===== src/rtl/branch_pkg.sv =====
// Shared types and constants for the ID-stage branch resolution controller.
package branch_pkg;

    localparam int unsigned CNT_W = 32;

    typedef enum logic [1:0] {
        IDLE     = 2'd0,
        WAIT     = 2'd1,
        RESOLVE  = 2'd2,
        REDIRECT = 2'd3
    } state_t;

    localparam logic OP_BEQ = 1'b0;
    localparam logic OP_BNE = 1'b1;

endpackage


===== src/rtl/branch_cmp.sv =====
// Combinational branch compare, taken decision and target adder.
module branch_cmp
    import branch_pkg::*;
#(
    parameter int unsigned WIDTH = 32
) (
    input  logic             op,
    input  logic [WIDTH-1:0] rs,
    input  logic [WIDTH-1:0] rt,
    input  logic [WIDTH-1:0] pc4,
    input  logic [15:0]      imm,
    output logic             taken_c,
    output logic [WIDTH-1:0] target_c
);

    logic             eq;
    logic [WIDTH-1:0] imm_ext;
    logic [WIDTH-1:0] offset;

    assign eq       = (rs == rt);
    assign taken_c  = (op == OP_BEQ) ? eq : !eq;
    assign imm_ext  = {{(WIDTH-16){imm[15]}}, imm};
    // Word offset to byte offset; the add wraps modulo 2^WIDTH by design.
    assign offset   = {imm_ext[WIDTH-3:0], 2'b00};
    assign target_c = pc4 + offset;

endmodule


===== src/rtl/branch_resolve_ctrl.sv =====
// Releases the ID-stage branch hold: waits for operands, resolves, issues a one-cycle redirect.
// Optional statistics counters are built only when BRANCH_STATS_EN is defined.
module branch_resolve_ctrl
    import branch_pkg::*;
#(
    parameter int unsigned WIDTH = 32
) (
    input  logic             clk,
    input  logic             rst_n,
    input  logic             beqID,
    input  logic             bneID,
    input  logic             opReady,
    input  logic [WIDTH-1:0] rsVal,
    input  logic [WIDTH-1:0] rtVal,
    input  logic [WIDTH-1:0] pcPlus4ID,
    input  logic [15:0]      immID,
    output logic             branchDone,
    output logic             pcSrc,
    output logic [WIDTH-1:0] branchTarget,
    output logic             IFIDflush,
    output logic             busy,
    output logic [CNT_W-1:0] brCount,
    output logic [CNT_W-1:0] takenCount
);

    state_t           state;
    state_t           state_nxt;
    logic             ctx_load;
    logic             ops_load;
    logic             done_nxt;
    logic             op_q;
    logic [WIDTH-1:0] pc4_q;
    logic [15:0]      imm_q;
    logic [WIDTH-1:0] rs_q;
    logic [WIDTH-1:0] rt_q;
    logic             taken_c;
    logic [WIDTH-1:0] target_c;

    branch_cmp #(.WIDTH(WIDTH)) u_cmp (
        .op       (op_q),
        .rs       (rs_q),
        .rt       (rt_q),
        .pc4      (pc4_q),
        .imm      (imm_q),
        .taken_c  (taken_c),
        .target_c (target_c)
    );

    always_ff @(posedge clk or negedge rst_n) begin
        if (!rst_n) state <= IDLE;
        else        state <= state_nxt;
    end

    // Branch inputs are only looked at in IDLE; the hold keeps the same instruction in ID.
    always_comb begin
        state_nxt = state;
        ctx_load  = 1'b0;
        ops_load  = 1'b0;
        done_nxt  = 1'b0;
        case (state)
            IDLE: begin
                if (beqID || bneID) begin
                    ctx_load = 1'b1;
                    if (opReady) begin
                        ops_load  = 1'b1;
                        state_nxt = RESOLVE;
                    end else begin
                        state_nxt = WAIT;
                    end
                end
            end
            WAIT: begin
                if (opReady) begin
                    ops_load  = 1'b1;
                    state_nxt = RESOLVE;
                end
            end
            RESOLVE: begin
                done_nxt  = 1'b1;
                state_nxt = REDIRECT;
            end
            REDIRECT: state_nxt = IDLE;
            default:  state_nxt = IDLE;
        endcase
    end

    // Branch context and operand latches.
    always_ff @(posedge clk or negedge rst_n) begin
        if (!rst_n) begin
            op_q  <= OP_BEQ;
            pc4_q <= '0;
            imm_q <= '0;
            rs_q  <= '0;
            rt_q  <= '0;
        end else begin
            if (ctx_load) begin
                op_q  <= beqID ? OP_BEQ : OP_BNE;
                pc4_q <= pcPlus4ID;
                imm_q <= immID;
            end
            if (ops_load) begin
                rs_q <= rsVal;
                rt_q <= rtVal;
            end
        end
    end

    // Registered outputs; the redirect pulse is live only in the REDIRECT cycle.
    always_ff @(posedge clk or negedge rst_n) begin
        if (!rst_n) begin
            branchDone   <= 1'b0;
            pcSrc        <= 1'b0;
            IFIDflush    <= 1'b0;
            busy         <= 1'b0;
            branchTarget <= '0;
        end else begin
            branchDone <= done_nxt;
            pcSrc      <= done_nxt && taken_c;
            IFIDflush  <= done_nxt && taken_c;
            busy       <= (state_nxt != IDLE);
            if (done_nxt) branchTarget <= target_c;
        end
    end

`ifdef BRANCH_STATS_EN
    // Saturating statistics counters.
    always_ff @(posedge clk or negedge rst_n) begin
        if (!rst_n) begin
            brCount    <= '0;
            takenCount <= '0;
        end else if (branchDone) begin
            if (brCount != '1) brCount <= brCount + CNT_W'(1);
            if (pcSrc && (takenCount != '1)) takenCount <= takenCount + CNT_W'(1);
        end
    end
`else
    assign brCount    = '0;
    assign takenCount = '0;
`endif

endmodule


===== config.mk =====
export PLATFORM = sky130hd
export DESIGN_NAME = branch_resolve_ctrl
export DESIGN_NICKNAME = d
export VERILOG_FILES = /design/src/rtl/branch_pkg.sv /design/src/rtl/branch_cmp.sv /design/src/rtl/branch_resolve_ctrl.sv
export SDC_FILE = /design/constraint.sdc
export NUM_CORES = 1
export LEC_CHECK = 0
export CAP_MARGIN = 20
export CORE_UTILIZATION = 40
export CTS_CLUSTER_SIZE = 20
export DETAILED_ROUTE_END_ITERATION = 6
export PLACE_DENSITY = 0.68
export REMOVE_ABC_BUFFERS = 1
export SLEW_MARGIN = 5
export SYNTH_ARGS = -nofsm -noshare
export SYNTH_HDL_FRONTEND = slang
export SYNTH_SLANG_ARGS = --single-unit

===== constraint.sdc =====
create_clock -name clk -period 3.4 [get_ports clk]
set_input_delay 0.68 -clock clk [delete_from_list [all_inputs] [get_ports clk]]
set_output_delay 0.68 -clock clk [all_outputs]
set_load 0.1 [all_outputs]

== After elaboration in Yosys (flattened, before gate mapping) ==
Index checks and enable logic that the tools add are counted.
Operators by class
  $add $sub $neg: 1
  equal/unequal tests: 4
  mux-type cells: 12
  reduce and logical (&&, ||, !) cells: 5
Operators with widths (count)
  $add 32x32->32: 1
  $eq 32x32->1: 1
  $pmux 2 s4: 1
  $mux 1: 7
  $mux 2: 3
  $eq 2x2->1 const B: 2
  $eq 2x1->1 const B: 1
  $logic_not 2->1: 1
  $pmux 1 s2: 1
  $reduce_bool 2->1: 1
  $logic_and 1x1->1: 1
  $logic_not 1->1: 1
  $logic_or 1x1->1: 1
Storage, ports and cells
  flip-flop bits (word level): 150
  input bits: 117
  logic and storage cells: 32

== Longest topological paths before layout ==
Gate-level depths: netlist of the first run.
  depth after elaboration: 4
  mapped depth: 10
  depth with buffers taken out: 10

== By module ==
A second synthesis of the first run with hierarchy kept.
Second synthesis, totals
  cell total of the unflattened synthesis: 658
  area total of the unflattened synthesis: 8304.2 µm²
By module, submodules not included
  branch_resolve_ctrl: times used 1, cells an instance 389, area each 6373.6 µm², sequential area each 3753.6 µm²
  branch_cmp: times used 1, cells an instance 269, area each 1930.6 µm², sequential area each 0.0 µm²

== Worst setup path before layout of the first run ==
No wires, ideal clock.
  kind: register to register
  from: register imm_q[15]
  to: register branchTarget[31]
  setup time: 0.129 ns
  data arrival time: 2.233 ns
  data required time: 3.271 ns
  slack: 1.039 ns
  stages on the path, launching flop included: 10
  period minus slack after synthesis: 2.361 ns
  cells stage by stage: dfrtp_1 ha_1 clkbuf_1 nand2_1 nor3_1 nand3_1 a2111oi_0 nor3_1 xnor2_1 o21ai_1
On the way
  word-level cells in the longest chain between the ends: 1
Ends and longest elaborated chain
  from (decl): line branch_resolve_ctrl.sv:33  | logic [15:0] imm_q;
  from (signal assigned): line branch_resolve_ctrl.sv:99  | imm_q <= immID;
  $add 32x32->32: line branch_cmp.sv:25  | assign target_c = pc4 + offset;
  to (signal assigned): line branch_resolve_ctrl.sv:121  | if (done_nxt) branchTarget <= target_c;
  to (decl): line branch_resolve_ctrl.sv:19  | output logic [WIDTH-1:0] branchTarget,
Every way passes these cells.
A chain may end at the register's enable or synchronous reset.

== Final worst setup path of the first run ==
  from: register imm_q[15]
  to: register branchTarget[28]
Same word-level chain as after synthesis.

==> results of run 1 <==
-- sequential cells by signal (all words and copies together), names as in the netlist --
name and count:
state 2, imm_q 16, rt_q 32, pc4_q 32
op_q 1, busy 1, branchDone 1, branchTarget 32
rs_q 32, IFIDflush 1
-- metal layers --
layer	track usage [%]	up-vias	part of all wire (%)
li1	-	2730	-
met5	0	-	0
met2	29.09	166	47
met1	21.66	2662	46
met4	5.431	0	1.1
met3	4.238	16	6.2
-- cell families after synthesis --
group	Yosys count	synth area share, %
AND/OR/NAND/NOR	148	9.122
AO/OA/AOI/OAI	127	10.35
flip-flops	150	46.54
buffers and inverters	100	7.819
adder cells (fa/ha/maj)	30	4.747
XOR/XNOR	53	5.755
other	1	0.04650
multiplexers	112	15.62
-- cells in the final DEF, fill, tap and decap left out, types with 7 or more instances in the layout --
master and count:
nand4_1 12, a21oi_1 34, mux2_2 111, nand3_1 7, a21o_1 8, buf_4 34
xnor2_1 10, conb_1 64, clkdlybuf4s50_1 121, inv_1 8, nor4_1 9, ha_1 29
dfrtp_1 150, nor2_1 20, clkbuf_16 17, o21ai_1 13, xor2_1 43, o21ai_0 29
nand2_1 64
-- final timing paths --
path                                    end      start  cells past startpoint  slack, ns
max                        branchTarget[28]  imm_q[15]                      8       0.70
min                                rt_q[21]      rst_n                      1       0.27
max reg2reg                branchTarget[28]  imm_q[15]                      8       0.70
min reg2reg                 branchTarget[1]   pc4_q[1]                      2       0.47
max in group asynchronous         imm_q[15]      rst_n                      2       2.31
min in group clk            branchTarget[1]   pc4_q[1]                      2       0.47
-- through the flow --
step	cells	hold slack, ns	setup WS (ns)	utilization (%)
3_3_place_gp	1115	0.4452	0.8042	48.80
5_1_grt	1146	0.3392	0.4676	51.77
2_1_floorplan	692	0.3844	-2.777	-
6_report	1147	0.2718	0.7016	51.78
4_1_cts	1146	0.3002	0.7376	51.77
3_5_place_dp	1115	0.4534	0.7445	48.80
-- final cells by class --
cell class	instances	area, sq um
repair buffers	158	1518
diodes	1	2.502
multi-input cells	534	3926
well taps	265	331.6
inverters	8	30.03
clock buffers	20	456.7
fillers	1795	9447
flip-flops and latches	150	3754
clock inverters	11	125.1
-- worst register-to-register path, stage by stage, from the launching register on --
cell	delay (ns)
dfrtp_1	0.73
ha_1	0.44
a21oi_1	0.21
o21ai_1	0.10
a211oi_1	0.35
o221a_2	0.26
o21ai_1	0.09
nor4b_1	0.31
a211o_1	0.15
==> summary.md, run 1 <==
| Metric | Value |
|---|---|
| Status | `finished, final reports clean` |
| Ys async rst share | `100.0%` |
| DR vias/cell | `4.860` |
| Placement-stage cell area | `9559 sq um` |
| Sequential-to-total area share from yosys stat | `46.54%` |
| Layout cell share with drive strength beyond 1 | `22.47%` |
| Top_reg_cell synth | `dfrtp_1` |
| DR pass1 iterations | `4` |
| Max Slew Vio Count | `0` |
| Initial core utilization | `41.17%` |
| Arrival @ worst endpoint | `3.06 ns` |
| CP Max Fanout | `16` |
| H-tree depth | `4` |
| Gr usage total | `17.25%` |
| Hold Crit Class | `in -> async` |
| Synth area leader | `dfrtp_1` |
| Period utilisation layout | `79.36%` |
| Actual slew at the worst max-slew pin | `0.9759 ns` |
| Total congestion overflow | `0` |
| Clk sink count | `150` |
| Vias in the first global route | `5,456` |
| Initial DRC count | `230` |
| Syn Inst Count | `721` |
| CP Class | `reg -> reg` |
| Clock Tree Buf Depth | `2` |
| P&R area growth vs syn | `25.77%` |
| Routed wire per std cell | `15.21 um` |
| Core Region | `19,590 sq um` |
| Root Buffer | `clkbuf_16` |
| Critical path endpoint category | `flip-flop` |
| Max-cap check violation count | `0` |
| Critical Path RT | `3.76 ns` |
| Fin area | `10,140 sq um` |
| Clk_skew | `0.005940 ns` |
| Top cells by count, synth | `150 x dfrtp_1, 111 x mux2_2, 65 x buf_4` |
| Reg clk slew, reported paths | `0.06 ns` |
| Final setup viols | `0` |
| Ys Warns | `0` |
| Post-CTS Hold Fix Bufs | `0` |
| Slowest Stage Delay on Critical Path | `0.73 ns` |
| Port Buffers | `152` |
| Postcts setup bufs | `0` |
| Inserted Clock Buffers | `17` |
| RSZ-0062 raised after global routing | `no` |
| Worst setup SP type | `flip-flop` |
| Final Hold Vio Count | `0` |
| DRC errors left | `0` |
| Row cnt | `51` |
| Cts repair resizes | `0` |
| CTS tree | `yes` |
| Initial antenna violation count | `1` |
| Total routed wirelength | `17.44 mm` |
| Time the worst path needs with I/O delays and setup | `2.698 ns` |
| Fmax | `370.6 MHz` |
| Seq cells post-synth | `150` |
| I/O pin total | `217` |
| Top cell type's share of synthesized area | `46.54%` |
| Post-synthesis cell area | `8065 sq um` |
| Final ANT Viol Nets | `0` |
| TNS Setup | `0 ns` |
| Clock Latency Late Sink | `0.42 ns` |
| CP most frequent cell | `o21ai_1` |
| CP Cell Sequence | `ha_1 -> a21oi_1 -> o21ai_1 -> a211oi_1 -> o221a_2 -> o21ai_1 -> nor4b_1 -> a211o_1` |
| Via count | `5,574` |
| Largest net degree at the start of global routing | `77` |
| Cell variety after synth | `63` |
| Largest cells by area after synthesis | `dfrtp_1 47%, mux2_2 15%, buf_4 6.1%` |
| GP Congestion | `0.8874` |
| DP Wirelength | `12.70 mm` |
| Nets | `1,016` |
| Slowest stage cell, crit path | `dfrtp_1` |
| Max_slew headroom | `34.74%` |
| Die ar. | `20,730 sq um` |
| Largest delay contributor family on the critical path | `compound AO/OA/AOI/OAI gates` |
| Most frequent cell after synthesis | `dfrtp_1` |
| Die Ht | `144.0 um` |
| Post-synth EDFFs | `0` |
| Critical path buffer and inverter count | `0` |
| Chip width | `144.0 um` |
| Syn avg cell area | `11.19 sq um` |
| First-pass GRT wire length | `27.22 mm` |
Power of run 1 is left out: the tool's default activity adds up to more than one toggle a clock period on the data nets, which glitch-free logic cannot reach.
==> run 2, diff against run 1 <==
==> constraint.sdc (replaced) <==
create_clock -name clk -period 2.6 [get_ports clk]
set_input_delay 0.52 -clock clk [delete_from_list [all_inputs] [get_ports clk]]
set_output_delay 0.52 -clock clk [all_outputs]
set_load 0.1 [all_outputs]
==> summary.md, run 2 (synthesis results as in run 1) <==
| Metric | Value |
|---|---|
| Nets | `1,034 (+1.8%)` |
| Fin area | `10,400 sq um (+2.5%)` |
| Total congestion overflow | `0 (unchanged)` |
| Worst setup SP type | `flip-flop` |
| Clk_skew | `0.008018 ns (+0.002078 ns)` |
| Via count | `5,714 (+2.5%)` |
| Gr usage total | `17.97% (+0.72 points)` |
| P&R area growth vs syn | `28.93%` |
| Commonest non-fill, non-tap cell in the layout | `dfrtp_1` |
| Final setup viols | `0 (unchanged)` |
| Post-CTS Hold Fix Bufs | `0 (unchanged)` |
| Status | `finished, final reports clean` |
| CTS tree | `yes` |
| Total routed wirelength | `17.81 mm (+2.1%)` |
| Inserted Clock Buffers | `17 (unchanged)` |
| Vias in the first global route | `5,612 (+2.9%)` |
| Initial antenna violation count | `1 (unchanged)` |
| Max Slew Vio Count | `0 (unchanged)` |
| Layout cell share with drive strength beyond 1 | `25.22% (+2.7 points)` |
| RSZ-0062 raised after global routing | `yes` |
| Final ANT Viol Nets | `0 (unchanged)` |
| Max-cap check violation count | `0 (unchanged)` |
| CP Max Fanout | `4 (-12)` |
| DP Wirelength | `13.08 mm (+3.0%)` |
| Core Region | `19,590 sq um (unchanged)` |
| Largest delay contributor family on the critical path | `compound AO/OA/AOI/OAI gates` |
| Row cnt | `51 (unchanged)` |
| Clock Tree Buf Depth | `2 (unchanged)` |
| Multi-input gate area | `3954 sq um (+0.70%)` |
| CP Cell Sequence | `ha_1 -> inv_1 -> fa_1 -> nor2b_1 -> o211ai_2 -> a31oi_1 -> or4_4 -> a31o_4 -> a21oi_2 -> mux2i_1` |
| Port Buffers | `152 (unchanged)` |
| Most frequent cells in the layout | `149 x dfrtp_1, 115 x clkdlybuf4s50_1, 111 x mux2_2` |
| Die Ht | `144.0 um (unchanged)` |
| Clock Latency Late Sink | `0.42 ns (about the same)` |
| DRC errors left | `0 (unchanged)` |
| DR pass1 iterations | `4 (unchanged)` |
| Slowest Stage Delay on Critical Path | `0.47 ns (-0.26 ns)` |
| H-tree depth | `4 (unchanged)` |
| Critical path endpoint category | `flip-flop` |
| FF/Latch Area | `3755 sq um (about the same)` |
| Placement-stage cell area | `9697 sq um (+1.4%)` |
| Hold Crit Class | `in -> async` |
| Fmax | `402.5 MHz (+8.6%)` |
| Fillers | `1,782 (-0.72%)` |
| Reg clk slew, reported paths | `0.07 ns (about the same)` |
| Root Buffer | `clkbuf_16` |
| GP Congestion | `0.8448 (-4.8%)` |
| Time the worst path needs with I/O delays and setup | `2.484 ns (-0.2141 ns)` |
| Largest net degree at the start of global routing | `65 (-16%)` |
| Chip width | `144.0 um (unchanged)` |
| Period utilisation layout | `95.55% (+16 points)` |
| Arrival @ worst endpoint | `2.83 ns (-0.23 ns)` |
| Clk sink count | `150 (unchanged)` |
| Initial core utilization | `41.17% (unchanged)` |
| DR vias/cell | `4.901 (+0.84%)` |
| Initial DRC count | `228 (-0.87%)` |
| I/O pin total | `217 (unchanged)` |
| Die ar. | `20,730 sq um (unchanged)` |
| Critical path buffer and inverter count | `1 (+1)` |
| Slowest stage cell, crit path | `or4_4` |
| Critical Path RT | `2.94 ns (-0.82 ns)` |
| CP Class | `reg -> reg` |
| First-pass GRT wire length | `28.41 mm (+4.4%)` |
| Routed wire per std cell | `15.28 um (+0.46%)` |
| Final Hold Vio Count | `0 (unchanged)` |
==> run 2: final timing paths <==
check	from	to	slack (ns)	cells after the start
min	rst_n	rt_q[21]	0.01	1
max	pc4_q[2]	branchTarget[30]	0.12	10
min in group clk	pc4_q[0]	branchTarget[0]	0.47	2
min reg2reg	pc4_q[0]	branchTarget[0]	0.47	2
max in group asynchronous	rst_n	imm_q[15]	1.90	2
max reg2reg	pc4_q[2]	branchTarget[30]	0.12	10
==> run 2: cell type report <==
cell class / count / share of cell area [%]
Sequential cell: 150 / 36.11
Timing Repair Buffer: 176 / 15.99
Tap cell: 265 / 3.189
Multi-Input combinational cell: 534 / 38.02
Antenna cell: 1 / 0.02406
Inverter: 8 / 0.2888
Clock buffer: 19 / 4.259
Clock inverter: 13 / 2.118
==> run 2: repair_timing <==
item	in CTS	in global routing
setup buffers	0	1
setup endpoints to repair	0	5
resized for setup	0	6
==> run 2: metal layers <==
metal / share of wire (%) / up-vias / GRT usage (%) / routed length (um)
met4: 1.4 / 0 / 6.215 / 257
met2: 47 / 183 / 28.99 / 8308
met5: 0 / - / 0 / 0
met3: 6.5 / 22 / 4.570 / 1165
met1: 45 / 2736 / 23.36 / 8082
li1: - / 2773 / - / -
==> run 2: metrics by stage <==
| step | setup TNS (ns) | setup WS (ns) | utilization (%) | std cells | hold slack, ns |
|---|---|---|---|---|---|
| 6_report | 0 | 0.1157 | 53.08 | 1166 | 0.01227 |
| 5_1_grt | -0.01846 | -0.01730 | 53.07 | 1165 | 0.02418 |
| 4_1_cts | 0 | 0.03858 | 52.88 | 1164 | 0.01367 |
| 3_5_place_dp | 0 | 0.04777 | 49.50 | 1132 | 0.4550 |
| 3_3_place_gp | 0 | 0.07707 | 49.50 | 1132 | 0.4511 |
| 2_1_floorplan | -222.12 | -3.417 | - | 692 | 0.2244 |
Power of run 2 is left out for the same reason.
